$ cat config.mk
export PLATFORM = sky130hd
export DESIGN_NAME = rv_regfile
export DESIGN_NICKNAME = d
export VERILOG_FILES = /design/src/rtl/rv_pkg.sv /design/src/rtl/rv_scoreboard.sv /design/src/rtl/rv_regfile.sv
export SDC_FILE = /design/constraint.sdc
export NUM_CORES = 2
export LEC_CHECK = 0
export CAP_MARGIN = 20
export CORE_AREA = 2 2 453 455
export DETAILED_ROUTE_END_ITERATION = 10
export DIE_AREA = 0 0 455 457
export MAX_ROUTING_LAYER = met4
export PLACE_DENSITY = 0.72
export SLEW_MARGIN = 10
export SYNTH_ARGS = -nofsm -noshare
export SYNTH_HDL_FRONTEND = slang
export SYNTH_SLANG_ARGS = --single-unit
$ cat constraint.sdc
create_clock -name clk -period 4.59 [get_ports clk]
set_input_delay 0.459 -clock clk [delete_from_list [all_inputs] [get_ports clk]]
set_output_delay 0.459 -clock clk [all_outputs]
set_load 0.02 [all_outputs]
$ cat src/rtl/rv_pkg.sv
// rv_pkg: shared definitions for the RV64I integer register file slice.
//   XLEN / NREGS / AW : default register width, register count, address width
//   xlen_t, reg_addr_t: register value and register address types
//   REG_ZERO          : address of the hardwired-zero register x0
//   addr_ok()         : true for an address that names a real, writable register
package rv_pkg;

  localparam int XLEN  = 64;
  localparam int NREGS = 32;
  localparam int AW    = 5;

  typedef logic [XLEN-1:0] xlen_t;
  typedef logic [AW-1:0]   reg_addr_t;

  localparam reg_addr_t REG_ZERO = '0;

  // x0 and anything at or beyond the register count are treated alike:
  // they read as zero, are never busy and swallow writes and sets.
  function automatic logic addr_ok(input int unsigned addr, input int unsigned nregs);
    return (addr != int'(REG_ZERO)) && (addr < nregs);
  endfunction

endpackage

$ cat src/rtl/rv_scoreboard.sv
// rv_scoreboard: one busy bit per architectural register.
//   clk, rst_n          : clock, asynchronous active-low reset (clears all bits)
//   set_en, set_addr    : issue marks a destination busy
//   clr_en, clr_addr    : writeback clears a destination
//   flush               : clears every bit at the next edge
//   busy[NREGS-1:0]     : current busy vector; bit 0 is constant 0
// Priority per register: flush > set > clear > hold.
module rv_scoreboard
  import rv_pkg::*;
#(
  parameter int NREGS = rv_pkg::NREGS,
  parameter int AW    = rv_pkg::AW
) (
  input  logic             clk,
  input  logic             rst_n,
  input  logic             set_en,
  input  logic [AW-1:0]    set_addr,
  input  logic             clr_en,
  input  logic [AW-1:0]    clr_addr,
  input  logic             flush,
  output logic [NREGS-1:0] busy
);

  logic [NREGS-1:0] busy_nxt;

  // NOTE: combinational next-state logic takes a full default first so no
  // path leaves a bit unassigned and no latch is inferred.
  always_comb begin
    busy_nxt    = busy;
    busy_nxt[0] = 1'b0;
    // Looping only over existing registers means out-of-range set/clear
    // addresses simply match nothing.
    for (int r = 1; r < NREGS; r++) begin
      if (flush)
        busy_nxt[r] = 1'b0;
      else if (set_en && set_addr == AW'(r))
        busy_nxt[r] = 1'b1;  // new producer outstanding beats the retiring one
      else if (clr_en && clr_addr == AW'(r))
        busy_nxt[r] = 1'b0;
    end
  end

  // NOTE: sequential state uses non-blocking assignments only.
  always_ff @(posedge clk or negedge rst_n) begin
    if (!rst_n) busy <= '0;
    else        busy <= busy_nxt;
  end

endmodule

$ cat src/rtl/rv_regfile.sv
// rv_regfile: parametrised RV64I integer register file.
//   clk, rst_n                 : clock, asynchronous active-low reset
//   wr_en, wr_addr, wr_data    : writeback port (commits result, clears busy)
//   rd_addr[NRD*AW-1:0]        : read addresses, port i in slice i
//   rd_data[NRD*XLEN-1:0]      : combinational read data, port i in slice i
//   rd_busy[NRD-1:0]           : addressed register has a pending writer
//   sb_set_en, sb_set_addr     : issue marks destination busy
//   flush                      : clears all busy bits, keeps register contents
// With BYPASS=1 a same-cycle writeback is forwarded to matching read ports.
module rv_regfile
  import rv_pkg::*;
#(
  parameter int XLEN   = rv_pkg::XLEN,
  parameter int NREGS  = rv_pkg::NREGS,
  parameter int AW     = rv_pkg::AW,
  parameter int NRD    = 2,
  parameter int BYPASS = 1
) (
  input  logic                clk,
  input  logic                rst_n,
  input  logic                wr_en,
  input  logic [AW-1:0]       wr_addr,
  input  logic [XLEN-1:0]     wr_data,
  input  logic [NRD*AW-1:0]   rd_addr,
  output logic [NRD*XLEN-1:0] rd_data,
  output logic [NRD-1:0]      rd_busy,
  input  logic                sb_set_en,
  input  logic [AW-1:0]       sb_set_addr,
  input  logic                flush
);

  logic [XLEN-1:0]  mem [NREGS];
  logic [NREGS-1:0] busy;
  logic             wr_ok;

  // Gating with rst_n keeps the bypass from leaking wr_data onto the read
  // ports while reset is held.
  assign wr_ok = wr_en && rst_n && addr_ok(32'(wr_addr), NREGS);

  // NOTE: the array is built from flops and must read as zero straight out
  // of reset, so every entry is cleared by the asynchronous reset.
  always_ff @(posedge clk or negedge rst_n) begin
    if (!rst_n) begin
      for (int r = 0; r < NREGS; r++) mem[r] <= '0;
    end else if (wr_ok) begin
      mem[wr_addr] <= wr_data;  // never x0: mem[0] stays zero forever
    end
  end

  rv_scoreboard #(
    .NREGS (NREGS),
    .AW    (AW)
  ) u_scoreboard (
    .clk      (clk),
    .rst_n    (rst_n),
    .set_en   (sb_set_en),
    .set_addr (sb_set_addr),
    .clr_en   (wr_en),
    .clr_addr (wr_addr),
    .flush    (flush),
    .busy     (busy)
  );

  for (genvar i = 0; i < NRD; i++) begin : g_rd
    logic [AW-1:0] a;
    logic          ok;
    logic          hit;

    assign a   = rd_addr[i*AW +: AW];
    assign ok  = addr_ok(32'(a), NREGS);
    assign hit = (BYPASS != 0) && wr_ok && (wr_addr == a);

    // A forwarded write retires the pending producer in the same cycle,
    // so the port also reports not-busy.
    assign rd_data[i*XLEN +: XLEN] = !ok ? '0 : (hit ? wr_data : mem[a]);
    assign rd_busy[i]              = ok && !hit && busy[a];
  end

endmodule

# ---- Word-level counts from Yosys, hierarchy flattened
# Cells that the tools add are included.
dict set report op_classes {
  n_lt_le_gt_ge 6
  eq_ne 64
  n_mux 110
  bitwise 3
  reduce_logical 107
}
# op count
set op_table {}
lappend op_table {{$bwmux W2048} 1}
lappend op_table {{$bmux W64 S5} 2}
lappend op_table {{$mux W64} 9}
lappend op_table {{$demux W64 S5} 1}
lappend op_table {{$eq A5 B5 Y1 const B} 32}
lappend op_table {{$mux W1} 95}
lappend op_table {{$reduce_bool A3 Y1} 31}
lappend op_table {{$eq A5 B4 Y1 const B} 16}
lappend op_table {{$logic_and A1 B1 Y1} 71}
lappend op_table {{$eq A5 B3 Y1 const B} 8}
lappend op_table {{$eq A5 B2 Y1 const B} 4}
lappend op_table {{$ge A6 B6 Y1 const B} 3}
lappend op_table {{$not A5 Y6} 3}
lappend op_table {{$reduce_bool A5 Y1} 3}
lappend op_table {{$lt A5 B6 Y1 const B} 2}
lappend op_table {{$bmux W1 S5} 2}
lappend op_table {{$eq A5 B1 Y1 const B} 2}
lappend op_table {{$eq A5 B5 Y1} 2}
lappend op_table {{$lt A6 B1 Y1 const B} 1}
lappend op_table {{$logic_not A1 Y1} 2}
dict set report word_totals {
  reg_bits 2079
  elab_cells 353
}

# ---- Logic depth before layout (Yosys ltp)
dict set report logic_depth {
  depth_word 6
  depth_mapped 10
  depth_no_buf 5
}

# ---- By module
# A second synthesis with hierarchy kept.
dict set report hier_totals {
  cells_unflattened 7422
  hier_area_um2 111074.0
}
# mod instances cells_per_inst area_each_um2 seq_area_each_um2
set by_module_without_submodules {}
lappend by_module_without_submodules {rv_regfile 1 7284 109607.6 51249.2}
lappend by_module_without_submodules {rv_scoreboard 1 138 1466.4 775.7}

# ---- Worst setup path after synthesis
# Ideal clock, no wire load.
dict set report synth_timing {
  kind {input to output}
  startpoint {in rd_addr[5]}
  endpoint {out rd_data[115]}
  t_arrival_ps 2347
  path_slack_ps 1784
  cell_stages 8
  n_path_buf 5
  path_cell_list {buf_4 buf_4 buf_4 buf_2 buf_2 nor3_1 or3_1 a31oi_1}
}
dict set report synth_between {
  elab_chain_cells 6
  elab_cells_between_ends 9
  classes_between {eq/ne (1); mux (5); bitwise (1); reduce/logical (2)}
}
# item line
set synth_rtl {}
lappend synth_rtl {{from (decl)} rv_regfile.sv:24} ;# input logic [NRD*AW-1:0] rd_addr,
lappend synth_rtl {{$not A5 Y6 (not written as such)} rv_regfile.sv:75} ;# assign rd_data[i*XLEN +: XLEN] = !ok ? '0 : (hit ? wr_data : mem[a]);
lappend synth_rtl {{$bmux W64 S5} rv_regfile.sv:75}
lappend synth_rtl {{$mux W64 (not written as such) (2 in series)} rv_regfile.sv:75}
lappend synth_rtl {{$mux W64} rv_regfile.sv:75}
lappend synth_rtl {{$mux W64 *} rv_regfile.sv:75}
lappend synth_rtl {{to (decl)} rv_regfile.sv:25} ;# output logic [NRD*XLEN-1:0] rd_data,
# Mark *: on every way between the ends. The rest lies on a longest branch, timed or not. The select of a mux whose other input is x is not followed.

# ---- Worst setup path after layout
dict set report layout_timing {
  startpoint {in wr_addr[2]}
  endpoint {out rd_data[63]}
}
dict set report layout_between {
  elab_chain_cells 5
  elab_cells_between_ends 6
  classes_between {eq/ne (1); mux (2); reduce/logical (3)}
}
# item line
set layout_rtl {}
lappend layout_rtl {{from (decl)} rv_regfile.sv:22} ;# input logic [AW-1:0] wr_addr,
lappend layout_rtl {{$reduce_bool A5 Y1} rv_pkg.sv:20} ;# return (addr != int'(REG_ZERO)) && (addr < nregs);
lappend layout_rtl {{$logic_and A1 B1 Y1} rv_regfile.sv:38} ;# assign wr_ok = wr_en && rst_n && addr_ok(32'(wr_addr), NREGS);
lappend layout_rtl {{$logic_and A1 B1 Y1 *} rv_regfile.sv:71} ;# assign hit = (BYPASS != 0) && wr_ok && (wr_addr == a);
lappend layout_rtl {{$mux W64 * (2 in series)} rv_regfile.sv:75}
# Mark *: on every way between the ends. The rest lies on a longest branch, timed or not.

==> results.py <==
metrics = {
    "run_status": {
        "status": "finished clean",
    },
    "global_route": {
        "grt_antenna_before_repair": 12,
        "grtUsageTotal": 0.3781,
        "grt_max_degree": 186,
        "grt_overflow_total": 0,
        "grt_pass1_vias": 79060,
        "grt_pass1_wl_um": 556100,
    },
    "synthesis": {
        "yosys.area.top_type_share": 0.4674,
        "synth_flop_cell": "dfrtp_1",
        "syn_area_um2": 111300,
        "synth-seq-cells": 2079,
        "synth_common_cells": "dfrtp_1, mux2_2, mux4_2",
        "ys_seq_area_frac": 0.4674,
        "synth_edf_count": 0,
        "synth_area_per_cell_um2": 14.08,
        "yosysMostFrequentCell": "dfrtp_1",
        "yosys.cell_types.count": 67,
        "synthCells": 7908,
        "async_flop_share": 1.000,
        "yosys-top-cells-area": "dfrtp_1, mux2_2, mux4_2",
        "synth.net_count": 7997,
        "yosys.area.top_type": "dfrtp_1",
        "ys_warn_count": 0,
    },
    "setup_path": {
        "start_kind": "input port",
        "required_ns": 4.13,
        "worst_path_largest_cell_delay_ns": 0.85,
        "end_kind": "output pin",
        "crit_arrival_ns": 4.05,
        "worstSetupPathType": "in -> out",
        "crit_slowest_cell": "nor3_1",
        "crit_chain": "clkdlybuf4s50_1 > or3_1 > o211ai_1 > nor3_2 > buf_12 > nor3_1 > nor2_1 > buf_4 > clkdlybuf4s50_1",
        "path_max_fanout": 11,
        "path_common_cell": "clkdlybuf4s50_1",
        "rrSetupSlack_ns": 3.64,
    },
    "clock_network": {
        "clk_latency_ns": 0.86,
        "cts_setup_buffers": 0,
        "clkTransAtPathRegs_ns": 0.06,
        "clock-sinks": 2079,
        "cts_tree": "yes",
        "cts_inserted_buffers": 217,
        "cts_max_level": 4,
        "root_buffer": "clkbuf_16",
        "clock_path_buffers": 3,
    },
    "power_and_ir_drop": {
        "powerDensity_nw_per_um2": 393.4,
        "ir_drop_mv": 0.4670,
        "power_mw": 49.23,
        "p_leak_nw": 56.92,
    },
    "timing": {
        "max_freq_mhz": 221.9,
        "hold_viol_final": 0,
        "final.setup.tns_ns": 0,
        "tightest_slew_ns": 1.142,
        "fin_crit_sh": 0.9819,
        "fin_crit_ns": 4.507,
        "slew-limit-headroom": 0.2362,
        "setup_viol": 0,
        "skew_ns": 0,
        "rsz0062_at_grt": "false",
        "slew_violations": 0,
    },
    "floorplanning": {
        "core-area_um2": 203300,
        "die_w_um": 455,
        "initial_core_util": 0.5474,
        "rows": 166,
        "die-area_um2": 207900,
        "io_pins": 219,
        "die_y_um": 457,
    },
    "layout": {
        "n_fill_cell": 15180,
        "nNetsFinal": 7938,
        "post-route-util": 0.6154,
        "area_growth_pct": 12.41,
        "drive_gt1_frac": 0.4568,
    },
    "routing": {
        "vias": 77620,
        "wire_per_inst_um": 35.54,
        "ant_nets": 0,
        "drtIter0Drc": 9748,
        "routed_wl_um": 381600,
        "routed_via_density": 7.228,
        "drtPass1Iterations": 9,
        "drc": 0,
    },
    "place": {
        "gp_congestion": 0.9063,
        "dp_hpwl_um": 226300,
        "port-buffer-count": 218,
    },
    "worst_hold_path": {
        "hold_class": "in -> async",
    },
    "run": {
        "max-cap-violations": 0,
    },
}
## area by class of cell
cell class,count,area [um2],area share
multi-input cells,4919,55780,0.4458
flip-flops and latches,2079,52020,0.4158
repair buffers,626,6629,0.05297
clock buffers,346,6590,0.05266
well taps,2688,3363,0.02688
clock inverters,61,681.9,0.005449
diodes,13,32.53,0.0002600
inverters,6,30.03,0.0002400
## path summary, 6_finish.rpt
kind,from,endpoint,cells after the start
setup reg to reg,u_scoreboard.busy[16],u_scoreboard.busy[16],2
hold / removal,rst_n,mem[456],2
hold reg to reg,mem[2027],mem[2027],0
min in group clk,wr_data[9],mem[841],2
setup / recovery,wr_addr[2],rd_data[63],9
max in group asynchronous,rst_n,mem[556],6
## cells in the final DEF (no fill, tap or decap), drive strengths merged, types with 29 or more instances in the layout
| cell | netlist | final |
|---|---|---|
| a21oi | 96 | 96 |
| a221oi | 100 | 100 |
| mux2 | 2099 | 2099 |
| clkbuf | 457 | 346 |
| nor4 | 43 | 43 |
| nor2 | 128 | 128 |
| mux2i | 455 | 455 |
| nand2 | 152 | 152 |
| nand3 | 140 | 140 |
| buf | 447 | 450 |
| nor2b | 29 | 29 |
| dfrtp | 2079 | 2079 |
| o22ai | 174 | 174 |
| clkinv | 0 | 37 |
| o21ai | 199 | 199 |
| a22o | 48 | 48 |
| a22oi | 185 | 185 |
| mux4 | 780 | 780 |
| nor3 | 91 | 91 |
| clkdlybuf4s50 | 0 | 175 |
## cell families after synthesis
kind of cell | share of synthesized area
buffers and inverters | 0.03586
DFF | 0.4674
muxes | 0.4111
and+or+nand+nor | 0.02977
AOI/OAI and AO/OA | 0.05517
xor gates and xnor gates | 0.0007869
## critical path: cells and delay by family
kind | cells | cell delay [ns]
buffers and inverters | 4 | 1.51
AOI/OAI and AO/OA | 1 | 0.41
and+or+nand+nor | 4 | 1.67
## flip-flops by register name, indices dropped and copies added, names as in the netlist
register	count
mem	2048
u_scoreboard.busy	31
## repair_timing
action | CTS | global route
hold buffers | 1 | 0
resized for setup | 0 | 0
endpoints found under the hold margin | 55 | 0
## stage by stage
stage          instance area (um2)  hold WS [ns]  instances  worst slack, ns
2_1_floorplan               111300        0.1634       7908            1.784
6_report                    125100        0.1415      10740          0.08300
4_1_cts                     124900        0.1300      10710           0.3378
3_5_place_dp                117600        0.3746      10310           0.3670
3_3_place_gp                117600        0.3717      10300           0.3490
5_1_grt                     125100        0.1616      10740           0.1200
## routing by layer
layer	GRT usage	wire, um	up-vias
li1	-	-	30400
met1	0.4888	141400	40930
met2	0.5573	174100	4893
met3	0.08580	40930	1399
met4	0.2025	25260	0
met5	-	0	-
## power breakdown
part | switching (mW) | internal, mW | leakage [nW]
sequential | 1.75 | 20.7 | 27.7
clock | 7.65 | 10.5 | 3.57
combinational | 4.03 | 4.68 | 25.6
total | 13.4 | 35.8 | 56.9
(Power assumes the default switching activity.)
